**src/rtl/flappy_pkg.sv**
```systemverilog
// Shared screen geometry, colour constants and renderer types for the flappy
// frame renderer and its pixel shader.
package flappy_pkg;

   localparam int SCREEN_W   = 160;
   localparam int SCREEN_H   = 120;
   localparam int BIRD_X     = 20;
   localparam int BIRD_SIZE  = 4;
   localparam int WALL_WIDTH = 10;
   localparam int GAP_HEIGHT = 40;

   localparam logic [2:0] BIRD_COLOUR       = 3'b010;
   localparam logic [2:0] WALL_COLOUR       = 3'b100;
   localparam logic [2:0] BACKGROUND_COLOUR = 3'b111;

   typedef enum logic [1:0] {
      IDLE,
      SCAN,
      DONE
   } render_state_t;

   typedef struct packed {
      logic [7:0] bird_y;
      logic [7:0] wall_x;
      logic [7:0] gap_y;
   } snapshot_t;

endpackage

```
**src/rtl/flappy_frame_renderer_if.sv**
```systemverilog
// Pixel plot bus between the frame renderer and the VGA adapter write port.
interface flappy_frame_renderer_if;

   logic       plot_valid;
   logic       plot_ready;
   logic [7:0] x_out;
   logic [6:0] y_out;
   logic [2:0] colour_out;

   modport master (output plot_valid, x_out, y_out, colour_out, input plot_ready);
   modport slave  (input plot_valid, x_out, y_out, colour_out, output plot_ready);

endinterface

```
**src/rtl/flappy_pixel_shader.sv**
```systemverilog
// Combinational colour lookup for one pixel against a latched game snapshot.
module flappy_pixel_shader
   import flappy_pkg::*;
(
   input  logic [7:0] x,
   input  logic [6:0] y,
   input  snapshot_t  snap,
   output logic [2:0] colour,
   output logic       bird_hit,
   output logic       wall_hit
);

   logic [8:0] x9;
   logic [8:0] y9;
   logic [8:0] bird_top;
   logic [8:0] wall_left;
   logic [8:0] gap_top;

   // Bounds are compared at 9 bits so edges near 255 never wrap into range
   assign x9        = {1'b0, x};
   assign y9        = {2'b00, y};
   assign bird_top  = {1'b0, snap.bird_y};
   assign wall_left = {1'b0, snap.wall_x};
   assign gap_top   = {1'b0, snap.gap_y};

   assign bird_hit = (x9 >= 9'(BIRD_X)) && (x9 < 9'(BIRD_X + BIRD_SIZE)) &&
                     (y9 >= bird_top) && (y9 < bird_top + 9'(BIRD_SIZE));

   assign wall_hit = (x9 >= wall_left) && (x9 < wall_left + 9'(WALL_WIDTH)) &&
                     ((y9 < gap_top) || (y9 >= gap_top + 9'(GAP_HEIGHT)));

   always_comb begin
      colour = BACKGROUND_COLOUR;
      if (bird_hit) begin
         colour = BIRD_COLOUR;
      end else if (wall_hit) begin
         colour = WALL_COLOUR;
      end
   end

endmodule

```
**src/rtl/flappy_frame_renderer.sv**
```systemverilog
// Raster-scans one latched game snapshot per frame_start and streams every
// pixel over a valid/ready plot bus, reporting frame completion and collision.
module flappy_frame_renderer
   import flappy_pkg::*;
(
   input  logic                            clk,
   input  logic                            resetn,
   input  logic                            frame_start,
   input  logic [7:0]                      bird_y,
   input  logic [7:0]                      wall_x,
   input  logic [7:0]                      gap_y,
   flappy_frame_renderer_if.master         plot,
   output logic                            busy,
   output logic                            frame_done,
   output logic                            collision
);

   render_state_t state;
   render_state_t state_next;
   snapshot_t     snap;
   logic [7:0]    x_cnt;
   logic [6:0]    y_cnt;
   logic [2:0]    shade_colour;
   logic          bird_hit;
   logic          wall_hit;
   logic          accept;
   logic          last_col;
   logic          last_pixel;

   flappy_pixel_shader u_shader (
      .x        (x_cnt),
      .y        (y_cnt),
      .snap     (snap),
      .colour   (shade_colour),
      .bird_hit (bird_hit),
      .wall_hit (wall_hit)
   );

   assign accept     = (state == SCAN) && plot.plot_ready;
   assign last_col   = (x_cnt == 8'(SCREEN_W - 1));
   assign last_pixel = last_col && (y_cnt == 7'(SCREEN_H - 1));

   assign plot.x_out = x_cnt;
   assign plot.y_out = y_cnt;

   always_ff @(posedge clk) begin
      if (!resetn) begin
         state <= IDLE;
      end else begin
         state <= state_next;
      end
   end

   always_comb begin
      state_next      = state;
      plot.plot_valid = 1'b0;
      plot.colour_out = 3'b000;
      busy            = 1'b0;
      frame_done      = 1'b0;
      case (state)
         IDLE: begin
            if (frame_start) begin
               state_next = SCAN;
            end
         end
         SCAN: begin
            plot.plot_valid = 1'b1;
            plot.colour_out = shade_colour;
            busy            = 1'b1;
            if (accept && last_pixel) begin
               state_next = DONE;
            end
         end
         DONE: begin
            frame_done = 1'b1;
            busy       = 1'b1;
            state_next = IDLE;
         end
         default: state_next = IDLE;
      endcase
   end

   // Counters only move on an accepted pixel, which keeps the bus stable under backpressure
   always_ff @(posedge clk) begin
      if (!resetn) begin
         x_cnt     <= 8'd0;
         y_cnt     <= 7'd0;
         snap      <= '0;
         collision <= 1'b0;
      end else if ((state == IDLE) && frame_start) begin
         snap.bird_y <= bird_y;
         snap.wall_x <= wall_x;
         snap.gap_y  <= gap_y;
         x_cnt       <= 8'd0;
         y_cnt       <= 7'd0;
         collision   <= 1'b0;
      end else if (accept) begin
         collision <= collision | (bird_hit & wall_hit);
         if (last_col) begin
            x_cnt <= 8'd0;
            y_cnt <= last_pixel ? 7'd0 : y_cnt + 7'd1;
         end else begin
            x_cnt <= x_cnt + 8'd1;
         end
      end
   end

endmodule
```
**src/flat_wrapper.sv**
```systemverilog
// flat-port wrapper written by rule: the top's interface ports become plain ports
module flappy_frame_renderer_flat import flappy_pkg::*;
  (clk, resetn, frame_start, bird_y, wall_x, gap_y, busy, frame_done, collision, plot_plot_valid, plot_x_out, plot_y_out, plot_colour_out, plot_plot_ready);
  flappy_frame_renderer_if plot_i ();
  input  logic clk;
  input  logic resetn;
  input  logic frame_start;
  input  logic [7:0] bird_y;
  input  logic [7:0] wall_x;
  input  logic [7:0] gap_y;
  output logic busy;
  output logic frame_done;
  output logic collision;
  output wire logic [$bits(plot_i.plot_valid)-1:0] plot_plot_valid;
  output wire logic [$bits(plot_i.x_out)-1:0] plot_x_out;
  output wire logic [$bits(plot_i.y_out)-1:0] plot_y_out;
  output wire logic [$bits(plot_i.colour_out)-1:0] plot_colour_out;
  input wire logic [$bits(plot_i.plot_ready)-1:0] plot_plot_ready;
  assign plot_plot_valid = plot_i.plot_valid;
  assign plot_x_out = plot_i.x_out;
  assign plot_y_out = plot_i.y_out;
  assign plot_colour_out = plot_i.colour_out;
  assign plot_i.plot_ready = plot_plot_ready;
  flappy_frame_renderer u_core (.clk(clk), .resetn(resetn), .frame_start(frame_start), .bird_y(bird_y), .wall_x(wall_x), .gap_y(gap_y), .plot(plot_i), .busy(busy), .frame_done(frame_done), .collision(collision));
endmodule
```
**config.mk**
```make
export PLATFORM = sky130hd
export DESIGN_NAME = flappy_frame_renderer_flat
export DESIGN_NICKNAME = d
export VERILOG_FILES = /design/src/rtl/flappy_pkg.sv /design/src/rtl/flappy_frame_renderer_if.sv /design/src/rtl/flappy_pixel_shader.sv /design/src/rtl/flappy_frame_renderer.sv /design/src/flat_wrapper.sv
export SDC_FILE = /design/constraint.sdc
export NUM_CORES = 1
export LEC_CHECK = 0
export BUFFER_PORTS_ARGS = -buffer_cell sky130_fd_sc_hd__buf_2
export CAP_MARGIN = 30
export CORE_UTILIZATION = 57
export CTS_BUF_LIST = sky130_fd_sc_hd__clkbuf_16
export CTS_CLUSTER_SIZE = 30
export DETAILED_ROUTE_END_ITERATION = 8
export GPL_TIMING_DRIVEN = 1
export PLACE_DENSITY = 0.78
export SETUP_SLACK_MARGIN = 0.4
export SYNTH_ARGS = -nofsm -noshare
export SYNTH_HDL_FRONTEND = slang
export SYNTH_SLANG_ARGS = --single-unit
```
**constraint.sdc**
```tcl
create_clock -name clk -period 3.92 [get_ports clk]
set_input_delay 0.98 -clock clk [delete_from_list [all_inputs] [get_ports clk]]
set_output_delay 0.98 -clock clk [all_outputs]
set_load 0.1 [all_outputs]
```
======== Word level (Yosys, flattened, before mapping) ========
Cells that the tools add are included.
storage, ports and cells
  flip-flop bits (word level) ............. 42
  input port bits ......................... 28
  output and inout port bits .............. 22
operators by class
  add/sub/neg operators ................... 5
  $lt $le $gt $ge ......................... 8
  equal/unequal tests ..................... 6
  mux-type cells .......................... 11
  bitwise logic cells ..................... 3
  reduce and logical (&&, ||, !) cells .... 15
operators by type and width
  operator                                                            count
  adder 8 x 3 -> 9 bit (second input constant)                        1
  adder 8 x 4 -> 9 bit (second input constant)                        1
  adder 8 x 6 -> 9 bit (second input constant)                        1
  greater-or-equal comparator 7 x 9 -> 1 bit                          1
  logical AND 1 bit                                                   9
  less-than comparator 7 x 9 -> 1 bit                                 1
  less-than comparator 8 x 9 -> 1 bit                                 1
  adder 8 x 1 -> 8 bit (second input constant)                        1
  equality test 8 bit (second input constant)                         1
  greater-or-equal comparator 7 x 8 -> 1 bit                          1
  greater-or-equal comparator 8 x 5 -> 1 bit (second input constant)  1
  greater-or-equal comparator 8 bit                                   1
  less-than comparator 7 x 8 -> 1 bit                                 1
  less-than comparator 8 x 5 -> 1 bit (second input constant)         1
  2-to-1 mux 8 bit                                                    1
  adder 7 x 1 -> 7 bit (second input constant)                        1
  equality test 7 bit (second input constant)                         1
  2-to-1 mux 7 bit                                                    1
  2-to-1 mux 2 bit                                                    3
  2-to-1 mux 3 bit                                                    2
  != test 2 bit (second input constant)                               2
  case mux 2 bit (2 select lines)                                     1
  AND reduction 2 bit                                                 2
  OR reduction 2 bit                                                  2
  8 further kinds                                                     10

======== Logic depth before layout (Yosys ltp) ========
  depth in word-level cells ............... 7
  gate-level depth with buffers ........... 11
  mapped depth without buffers ............ 11

======== By module ========
Synthesis repeated with hierarchy kept, for this count alone.
unflattened totals
  cells, all modules ...................... 366
  area, all modules ....................... 3006.6 um^2
modules (own cells, without submodules)
  module                 instances  cells an instance  area an instance (um^2)
  flappy_frame_renderer  1          215                1854.3
  flappy_pixel_shader    1          151                1152.4

======== Worst setup path before layout ========
No wires, ideal clock.
  kind .................................... register to output
  from .................................... register u_core.y_cnt[2], in the netlist u_core.plot.y_out[2]
  to ...................................... output plot_colour_out[0]
  arrival ................................. 4651 ps
  slack ................................... -1711 ps
  cell stages (with the launch flop) ...... 8
  path through ............................ dfxtp_1 ha_1 a21oi_1 o21ai_0 a41o_1 a2111oi_2 nor3_2 nor3b_1
between the ends
  cells in the longest elaborated chain, start to end .. 6
  elaborated cells between the ends (all ways) .. 11
  those cells by class .................... order compare: 4; mux: 3; reduce/logical: 4
ends and longest elaborated chain
  element                                                                                            line                          text
  from (decl)                                                                                        flappy_frame_renderer.sv:22   logic [6:0] y_cnt;
  from (signal assigned)                                                                             flappy_frame_renderer.sv:101  y_cnt <= last_pixel ? 7'd0 : y_cnt + 7'd1;
  greater-or-equal comparator 7 x 9 -> 1 bit or less-than comparator 7 x 8 -> 1 bit (tied branches)  flappy_pixel_shader.sv:30     ((y9 < gap_top) || (y9 >= gap_top + 9'(GAP_HEIGHT)));
  logical OR 1 bit                                                                                   flappy_pixel_shader.sv:30
  logical AND 1 bit                                                                                  flappy_pixel_shader.sv:29     assign wall_hit = (x9 >= wall_left) && (x9 < wall_left + 9'(WALL_WIDTH)) &&
  2-to-1 mux 2 bit                                                                                   flappy_pixel_shader.sv:36     end else if (wall_hit) begin
  2-to-1 mux 3 bit (*)                                                                               flappy_pixel_shader.sv:34     if (bird_hit) begin
  2-to-1 mux 3 bit (*)                                                                               flappy_frame_renderer.sv:60   case (state)
  to (decl)                                                                                          flat_wrapper.sv:17            output wire logic [$bits(plot_i.colour_out)-1:0] plot_colour_out;
Every way passes the cells marked *; elsewhere a longest branch is shown, timed or not.

======== Final worst setup path ========
  from .................................... register u_core.snap[13] (netlist name)
  to ...................................... output plot_colour_out[1]
between the ends
  cells in the longest elaborated chain, start to end .. 7
  elaborated cells between the ends (all ways) .. 8
  those cells by class .................... add/sub: 1; order compare: 2; mux: 3; reduce/logical: 2
ends and longest elaborated chain
  element                              line
  adder 8 x 4 -> 9 bit                 flappy_pixel_shader.sv:29
  less-than comparator 8 x 9 -> 1 bit  flappy_pixel_shader.sv:29
  logical AND 1 bit (*) (2 in a row)   flappy_pixel_shader.sv:29
  2-to-1 mux 2 bit (*)                 flappy_pixel_shader.sv:36
  2-to-1 mux 3 bit (*)                 flappy_pixel_shader.sv:34
  2-to-1 mux 3 bit (*)                 flappy_frame_renderer.sv:60
Marks and branches as above.

==> results.py <==
metrics = {
    "logic_synthesis": {
        "yosys_warnings": 0,
        "synth-edff-count": 0,
        "synth.area.top_cells": "dfxtp_1 29%, ha_1 21%, nand2_1 8.3%",
        "synth_nets": 431,
        "avgSynthCellArea_um2": 8.13,
        "synth_top_flop_cell": "dfxtp_1",
        "netlist_top_cells_count": "64 x nand2_1, 48 x ha_1, 42 x dfxtp_1",
        "syn-instance-count": 355,
        "synth_area_leader_cell": "dfxtp_1",
        "yosys_register_bits": 42,
        "ys_seq_area_share_pct": 29.1,
        "synth_cell_types": 44,
        "yosysMostFrequentCell": "nand2_1",
        "synth_area_um2": 2890,
        "async_flop_share_pct": 0,
        "netlist.area_leader.share_pct": 29.1,
    },
    "setup_path": {
        "cp_slowest_cell": "or4_4",
        "worstPathCellList": "inv_4 -> nor3_4 -> o21ai_2 -> xnor2_1 -> ha_2 -> or4_4 -> a21oi_2 -> o21ai_1 -> a32o_2 -> o41a_4 -> buf_12",
        "end_kind": "primary output",
        "crit_family": "compound AO/OA/AOI/OAI gates",
        "critPathLaunch": "u_core.snap[13]$_SDFFE_PN0P_",
        "critPathKind": "reg2out",
        "critPathMaxFanout": 3,
        "startpoint_type": "flip-flop",
        "cp.arrival_ns": 2.87,
        "rr_startpoint": "u_core.snap[13]$_SDFFE_PN0P_",
        "timing.critical_path.buf_inv": 2,
        "required_ns": 2.94,
        "critical_path.max_stage_delay_ns": 0.49,
    },
    "placed_design": {
        "placed_area_um2": 3340,
        "hpwl_mm": 5.03,
        "place_ws_ns": -0.0195,
        "port_buffers": 49,
        "gp_congestion": 0.831,
    },
    "floorplan": {
        "coreArea_um2": 4790,
        "die_area_um2": 5350,
        "die_w_um": 73.2,
        "pin_count": 50,
        "start_util_pct": 60.3,
        "fp.dieH_um": 73.2,
        "num_rows": 25,
    },
    "sta": {
        "hold_viol_final": 0,
        "fin_ws_ns": 0.0654,
        "rsz0062_at_grt": "true",
        "fin_crit_ns": 3.85,
        "max_slew_margin_pct": 42.0,
        "setup_violations": 0,
        "hold_ws_ns": 0.468,
        "timing.final.crit_share_pct": 98.3,
        "maxSlewViolCount": 0,
        "fin_skew_ns": 0.00427,
        "max_freq_mhz": 259,
        "worst_pin_slew_ns": 0.870,
    },
    "grt": {
        "grt_pass1_vias": 2629,
        "grt_overflow": 0,
        "grtUsageTotal_pct": 29.3,
        "grt_max_degree": 30,
        "antenna_found_initial": 0,
        "grt_pass1_wl_mm": 12.1,
    },
    "cts": {
        "worstSkewPairLatency_ns": 0.28,
        "clk_pin_slew_ns": 0.06,
        "cts_tree": "built",
        "clockRootBuffer": "clkbuf_16",
        "cts.path.max_buffers": 2,
        "clock-sinks": 42,
        "cts_buffers": 5,
        "h-tree-depth": 2,
        "cts_hold_buf": 0,
    },
    "final_layout": {
        "fin_util_pct": 77.1,
        "final_nets": 490,
        "finish.instance_area_um2": 3690,
        "syn2layout_area_growth_pct": 27.8,
        "drive_gt1_share_pct": 30.6,
        "num_antenna_cells": 0,
    },
    "detailed_routing": {
        "drc": 0,
        "wl_met3_um": 531,
        "drt-met1-wl_mm": 3.39,
        "via_count": 2728,
        "route.met2.wl_mm": 3.53,
        "drtIter0Drc": 162,
        "highest_layer": "met4",
        "ant_nets": 0,
        "wire_per_inst_um": 15.7,
        "firstDrtPassIters": 5,
        "postRouteWirelength_mm": 7.59,
        "avgViaCountPerCell": 5.66,
    },
    "power": {
        "p_leak_nw": 1.62,
        "peakVddDrop_mv": 0.478,
        "power.density_nw_per_um2": 397,
    },
    "run": {
        "drv_cap": 0,
    },
    "min_path": {
        "hold_start": "u_core.snap[2]$_SDFFE_PN0P_",
        "hp-class": "reg2reg",
    },
    "outcome": {
        "status": "completed",
    },
}
==> logic make-up after synthesis <==
family                     count (synthesis)  share of synthesized area [%]
and+or+nand+nor                          131                           20.8
buffers and inverters                     38                           4.98
muxes                                      1                          0.347
xor gates and xnor gates                  21                           6.37
DFF                                       42                           29.1
adders and majority gates                 48                           20.8
AOI/OAI and AO/OA                         74                           17.5
==> per-layer routing <==
metal,global-route usage (%),vias up
met5,0,-
met4,9.80,0
met3,4.01,16
met2,48.1,118
met1,39.5,1251
li1,-,1343
==> cell type report <==
cell class              count  area (µm²)
clock buffers               5         125
repair buffers             61         363
inverters                  29         111
multi-input cells         275        2070
well taps                  67        83.8
flip-flops and latches     42         902
fillers                   351        1090
clock inverters             3        40.0
==> state kept, by name (all words and copies together), names as in the netlist <==
| signal | cells |
|---|---|
| u_core.snap | 24 |
| u_core.plot.x_out | 8 |
| u_core.plot.y_out | 7 |
| u_core.state | 2 |
| u_core.collision | 1 |
==> cells in the final DEF, fill, tap and decap left out, types with 4 or more instances in the layout <==
cell       netlist  layout
nand2_1         64      64
buf_2            1      46
ha_1            48      40
a21boi_0        25      25
inv_1           29      23
nor2_1          19      19
dfxtp_1         42      17
buf_4            0      13
dfxtp_2          0      13
dfxtp_4          0      12
nand3_1         12      11
o21ai_0         16      11
xor2_1          10      10
xnor2_1         11      10
a21oi_1         13      10
inv_2            0       6
nor2b_1          6       5
nor3_1           6       5
nand4_1          5       5
clkbuf_16        0       5
o21ai_1          1       4
and3_1           4       4
and2_1           4       4
ha_4             0       4
ha_2             0       4
==> through the flow <==
stage          setup TNS, ns  power, mW  std cells
3_5_place_dp         -0.0195      0.940        464
3_3_place_gp               0      0.928        464
5_1_grt                    0       1.53        482
6_report                   0       1.47        482
4_1_cts                    0       1.44        479
2_1_floorplan              0      0.844        355
==> power breakdown <==
group | leakage (nW) | internal (mW) | switching [mW]
clock | 0.0855 | 0.299 | 0.174
sequential | 0.358 | 0.455 | 0.0327
combinational | 1.18 | 0.174 | 0.332
total | 1.62 | 0.928 | 0.538
==> repair_timing <==
action / 4_1_cts / 5_1_grt
pin swaps: 6 / 3
gates cloned: 0 / 0
setup buffers: 7 / 3
gates resized for setup: 35 / 8
endpoints found under the setup margin: 3 / 3
==> path summary, 6_finish.rpt <==
check,end,slack [ns],depth (start not counted)
setup / recovery,plot_colour_out[1],0.07,11
setup reg to reg,u_core.collision$_SDFFE_PP0P_,1.45,11
hold / removal,u_core.snap[2]$_SDFFE_PN0P_,0.47,2
hold reg to reg,u_core.snap[2]$_SDFFE_PN0P_,0.47,2
==> worst register-to-register path, delay by kind of cell, from the launching register on <==
family          cells  cell delay (ns)
simple gates        3             0.88
compound gates      5             0.78
flops               1             0.36
fa+ha+maj           1             0.19
xor+xnor            1             0.16
buf+inv             1             0.05
No activity file was read; power rests on OpenSTA's default activity.
